<file path="src/rtl/uart_pkg.sv">
// uart_pkg: shared UART constants and receiver state encoding
package uart_pkg;
  localparam int OVERSAMPLE_DEF = 16;
  localparam int DATA_BITS_DEF  = 8;
  typedef enum logic [2:0] {IDLE, START, DATA, PARITY, STOP, BREAK} rx_state_e;
endpackage

</file>
<file path="src/rtl/uart_sync.sv">
// uart_sync: two-flop synchronizer for an asynchronous single-bit input
// Ports: clk, reset (async active-low), d_i (async input), q_o (synchronized output)
module uart_sync #(
  parameter logic RST_VAL = 1'b1
) (
  input  logic clk,
  input  logic reset,
  input  logic d_i,
  output logic q_o
);
  logic [1:0] s_q;
  always_ff @(posedge clk or negedge reset)
    if (!reset) s_q <= {2{RST_VAL}};
    else        s_q <= {s_q[0], d_i};
  assign q_o = s_q[1];
endmodule

</file>
<file path="src/rtl/uart_rx_deframer.sv">
// uart_rx_deframer: oversampling UART receiver with one-entry holding register
// Ports: clk, reset (async active-low), parity_en, rx_uart (serial in),
//   rx_data_valid/rx_data_ready/rx_data (byte out), rx_parity_err, rx_frame_err,
//   rx_overrun (dropped-frame pulse), busy (FSM not idle)
module uart_rx_deframer import uart_pkg::*; #(
  parameter int OVERSAMPLE = OVERSAMPLE_DEF,
  parameter int DATA_BITS  = DATA_BITS_DEF
) (
  input  logic                 clk,
  input  logic                 reset,
  input  logic                 parity_en,
  input  logic                 rx_uart,
  output logic                 rx_data_valid,
  input  logic                 rx_data_ready,
  output logic [DATA_BITS-1:0] rx_data,
  output logic                 rx_parity_err,
  output logic                 rx_frame_err,
  output logic                 rx_overrun,
  output logic                 busy
);
  localparam int CW = $clog2(OVERSAMPLE);
  localparam int IW = (DATA_BITS > 1) ? $clog2(DATA_BITS) : 1;
  rx_state_e            state_q, state_d;
  logic [CW-1:0]        cnt_q, cnt_d;
  logic [IW-1:0]        idx_q, idx_d;
  logic [DATA_BITS-1:0] sh_q, sh_d, data_q;
  logic                 pen_q, pen_d, perr_q, perr_d;
  logic                 valid_q, dperr_q, dferr_q, ovr_q;
  logic                 rx_s, last, done, ferr_new, load;
  uart_sync #(.RST_VAL(1'b1)) u_sync (.clk(clk), .reset(reset), .d_i(rx_uart), .q_o(rx_s));
  always_ff @(posedge clk or negedge reset)
    if (!reset) begin
      state_q <= IDLE;
      cnt_q   <= '0;
      idx_q   <= '0;
      sh_q    <= '0;
      pen_q   <= 1'b0;
      perr_q  <= 1'b0;
    end else begin
      state_q <= state_d;
      cnt_q   <= cnt_d;
      idx_q   <= idx_d;
      sh_q    <= sh_d;
      pen_q   <= pen_d;
      perr_q  <= perr_d;
    end
  assign last = (cnt_q == CW'(OVERSAMPLE - 1));
  always_comb begin
    state_d  = state_q;
    cnt_d    = cnt_q + 1'b1;
    idx_d    = idx_q;
    sh_d     = sh_q;
    pen_d    = pen_q;
    perr_d   = perr_q;
    done     = 1'b0;
    ferr_new = 1'b0;
    case (state_q)
      IDLE: begin
        cnt_d   = '0;
        state_d = rx_s ? IDLE : START;
      end
      START: if (cnt_q == CW'(OVERSAMPLE / 2 - 1)) begin
        cnt_d   = '0;
        idx_d   = '0;
        pen_d   = parity_en;
        perr_d  = 1'b0;
        state_d = rx_s ? IDLE : DATA;
      end
      DATA: if (last) begin
        cnt_d = '0;
        sh_d  = DATA_BITS'({rx_s, sh_q} >> 1);
        idx_d = idx_q + 1'b1;
        if (idx_q == IW'(DATA_BITS - 1)) state_d = pen_q ? PARITY : STOP;
      end
      PARITY: if (last) begin
        cnt_d   = '0;
        perr_d  = rx_s ^ (^sh_q);
        state_d = STOP;
      end
      STOP: if (last) begin
        cnt_d    = '0;
        done     = 1'b1;
        ferr_new = !rx_s;
        state_d  = rx_s ? IDLE : BREAK;
      end
      BREAK: begin
        cnt_d   = '0;
        state_d = rx_s ? IDLE : BREAK;
      end
      default: state_d = IDLE;
    endcase
  end
  always_comb begin
    busy = (state_q != IDLE);
  end
  // a pop and a push in the same cycle let the new frame replace the old one
  assign load = done && (!valid_q || rx_data_ready);
  always_ff @(posedge clk or negedge reset)
    if (!reset) begin
      valid_q <= 1'b0;
      data_q  <= '0;
      dperr_q <= 1'b0;
      dferr_q <= 1'b0;
      ovr_q   <= 1'b0;
    end else begin
      ovr_q <= done && !load;
      if (load) begin
        valid_q <= 1'b1;
        data_q  <= sh_q;
        dperr_q <= perr_q;
        dferr_q <= ferr_new;
      end else if (valid_q && rx_data_ready) valid_q <= 1'b0;
    end
  assign rx_data_valid = valid_q;
  assign rx_data       = data_q;
  assign rx_parity_err = dperr_q;
  assign rx_frame_err  = dferr_q;
  assign rx_overrun    = ovr_q;
endmodule

</file>
<file path="config.mk">
export PLATFORM = sky130hd
export DESIGN_NAME = uart_rx_deframer
export DESIGN_NICKNAME = d
export VERILOG_FILES = /design/src/rtl/uart_pkg.sv /design/src/rtl/uart_sync.sv /design/src/rtl/uart_rx_deframer.sv
export SDC_FILE = /design/constraint.sdc
export NUM_CORES = 1
export LEC_CHECK = 0
export ABC_AREA = 1
export ABC_CLOCK_PERIOD_IN_PS = 4000
export CAP_MARGIN = 20
export CORE_MARGIN = 10
export CORE_UTILIZATION = 59
export CTS_CLUSTER_DIAMETER = 120
export DETAILED_ROUTE_END_ITERATION = 7
export HOLD_SLACK_MARGIN = 0.08
export PLACE_DENSITY = 0.9
export SETUP_SLACK_MARGIN = 0.4
export SYNTH_ARGS = -nofsm -noshare
export SYNTH_HDL_FRONTEND = slang
export SYNTH_SLANG_ARGS = --single-unit
</file>
<file path="constraint.sdc">
create_clock -name clk -period 4 [get_ports clk]
set_clock_uncertainty 0.15 [all_clocks]
set_input_delay 0.8 -clock clk [delete_from_list [all_inputs] [get_ports clk]]
set_output_delay 0.8 -clock clk [all_outputs]
set_load 0.1 [all_outputs]
</file>
==> results.sh <==
export IMPL_p_total_w=0.000855
export IMPL_fin_ws_ns=1.22
export IMPL_cts_hold_buffers=0
export IMPL_hold_class="reg2reg"
export IMPL_max_freq_ghz=0.359
export IMPL_antenna_found_initial=0
export IMPL_cp_slowest_stage_delay_ns=1.14
export IMPL_post_cts_buffers=0
export IMPL_ios=18
export IMPL_syn2layout_area_growth_pct=14.4
export IMPL_core_um2=2710
export IMPL_port_buffers=17
export IMPL_routed_wl_um=3020
export IMPL_place_ws_ns=1.56
export IMPL_cp_top_family="buffers and inverters"
export IMPL_critPathBufInv=1
export IMPL_grt_ovfl_total=0
export IMPL_synthArstFlopShare=1.00
export IMPL_setup_viol=0
export IMPL_rsz0062_at_grt="no"
export IMPL_die_width_um=72.7
export IMPL_worstSetupEndpointType="primary output"
export IMPL_netlist_area_um2=1640
export IMPL_path_cells="clkdlybuf4s50_1"
export IMPL_tightest_slew_ns=0.978
export IMPL_timing_worst_setup_path_type="reg2out"
export IMPL_tns_ns=0
export IMPL_syn_area_per_cell_um2=8.41
export IMPL_firstDrtPassIters=4
export IMPL_place_congestion=0.778
export IMPL_std_cell_rows=19
export IMPL_syn_inst=195
export IMPL_outcome="finished clean"
export IMPL_min_period_ns=2.78
export IMPL_power_leakage_nw=0.933
export IMPL_drtAntennaViolNets=0
export IMPL_cts_tree="done"
export IMPL_cpMaxStageDelayCell="clkdlybuf4s50_1"
export IMPL_multi_input_area_um2=673
export IMPL_htreeDepth=2
export IMPL_ys_types=24
export IMPL_maxSlewHeadroom=0.346
export IMPL_crit_arrival_ns=1.83
export IMPL_yosys_warnings=0
export IMPL_ctsResizeCount=0
export IMPL_dr_first_iter_drc_count=66
export IMPL_final_common_cell="nand2_1"
export IMPL_worstPathMaxFanout=2
export IMPL_dp_hpwl_um=2230
export IMPL_num_fill_cells=230
export IMPL_grt_pass1_vias=1222
export IMPL_final_nets=225
export IMPL_drc=0
export IMPL_critPathRequiredTime_ns=3.05
export IMPL_cts_sinks=34
export IMPL_seq_area_frac_synth=0.520
export IMPL_start_util=0.605
export IMPL_cts_path_max_buffers=2
export IMPL_numCtsBuffers=5
export IMPL_wire_per_inst_um=12.2
export IMPL_clk_insertion_delay_late_ns=0.33
export IMPL_grt_pass1_wl_um=5350
export IMPL_grt_total_usage=0.125
export IMPL_pwr_density_cell_nw_per_um2=456
export IMPL_grt_max_degree=35
export IMPL_synth_seq_cells=34
export IMPL_insertedDiodeCount=0
export IMPL_final_period_utilization=0.696
export IMPL_clkTransAtPathRegs_ns=0.09
export IMPL_mostFrequentLayoutCells="70 x nand2_1, 32 x dfrtp_1, 18 x o21ai_1, 17 x inv_1, 16 x clkdlybuf4s50_1"
export IMPL_vdd_drop_max_v=0.000601
export IMPL_ff_latch_area_um2=853
export IMPL_via_per_inst=5.10
export IMPL_drv_cap=0
export IMPL_syn_nets=203
export IMPL_synth_edf_count=0
export IMPL_drv_slew=0
export IMPL_dieArea_um2=5290
export IMPL_die_h_um=72.7
export IMPL_synth_flop_cell="dfrtp_1"
export IMPL_dr_total_vias=1264
export IMPL_start_kind="flip-flop"
export IMPL_drive_gt1_frac=0.120
export IMPL_root_buffer="clkbuf_4"
export IMPL_finalHoldViolCount=0
[through the flow]
stage          area [um^2]  std cells  hold WS [ns]   util
2_1_floorplan         1640        195         0.195      -
3_3_place_gp          1830        241         0.196  0.676
3_5_place_dp          1830        241         0.197  0.676
4_1_cts               1880        248         0.210  0.693
5_1_grt               1880        248         0.215  0.693
6_report              1880        248         0.210  0.693
[sequential cells by signal, indices dropped and copies added (netlist names)]
signal and count:
rx_parity_err 1, pen_q 1, perr_q 1, rx_data 8
idx_q 3, rx_data_valid 1, u_sync.s_q 2, rx_frame_err 1
state_q 3, rx_overrun 1, cnt_q 4, sh_q 8
[final timing paths]
kind / from / end / slack [ns] / cells past startpoint
max: rx_data[2] / rx_data[2] / 1.22 / 1
min: u_sync.s_q[0] / u_sync.s_q[1] / 0.21 / 0
max reg2reg: cnt_q[0] / idx_q[0] / 2.17 / 10
min reg2reg: u_sync.s_q[0] / u_sync.s_q[1] / 0.21 / 0
max in group asynchronous: reset / u_sync.s_q[0] / 2.65 / 2
min in group asynchronous: reset / cnt_q[0] / 0.70 / 2
[worst reg2reg max path, cell delays in order (launching register included)]
cell	delay, ns
dfrtp_1	0.41
ha_1	0.22
nand2_1	0.10
inv_2	0.05
nand2_2	0.13
clkinv_4	0.11
nand2_2	0.27
nand2_1	0.09
inv_1	0.09
nand2_1	0.05
o21ai_1	0.08
[cell usage after synthesis, types with 3 or more instances]
| cell type | number | area (um^2) |
|---|---|---|
| inv_2 | 5 | 18.8 |
| o21ai_1 | 18 | 90.1 |
| nand2_1 | 70 | 263 |
| dfrtp_1 | 32 | 801 |
| nand2_2 | 4 | 25.0 |
| ha_1 | 3 | 37.5 |
| nor2_1 | 13 | 48.8 |
| buf_4 | 3 | 22.5 |
| inv_1 | 17 | 63.8 |
| nor2_4 | 3 | 33.8 |
| nand3_1 | 10 | 50.1 |
[routing by layer]
metal	part of all wire	global-route usage	up-vias
met5	0	0	-
met4	0.016	0.0527	0
met3	0.060	0.0558	6
met2	0.47	0.196	26
met1	0.46	0.146	572
li1	-	-	660
[power breakdown]
group	switching (W)	total, W	leakage, nW	internal, W
combinational	0.000196	0.000279	0.446	0.0000826
clock	0.000104	0.000170	0.0254	0.0000662
sequential	0.0000353	0.000407	0.461	0.000371
[layout make-up]
class / instances / area share
Multi-Input combinational cell: 135 / 0.359
Clock buffer: 7 / 0.0240
Timing Repair Buffer: 18 / 0.0933
Sequential cell: 34 / 0.455
Tap cell: 31 / 0.0207
Inverter: 23 / 0.0487
[cells by family after synthesis]
group                      Yosys count  share of synthesized area
buffers and inverters               26                     0.0694
adders and majority gates            3                     0.0229
xor gates and xnor gates             1                    0.00534
DFF                                 34                      0.520
muxes                                2                     0.0183
AOI/OAI and AO/OA                   25                     0.0831
and+or+nand+nor                    104                      0.281
Note: power is estimated with default switching activity, not from simulation.
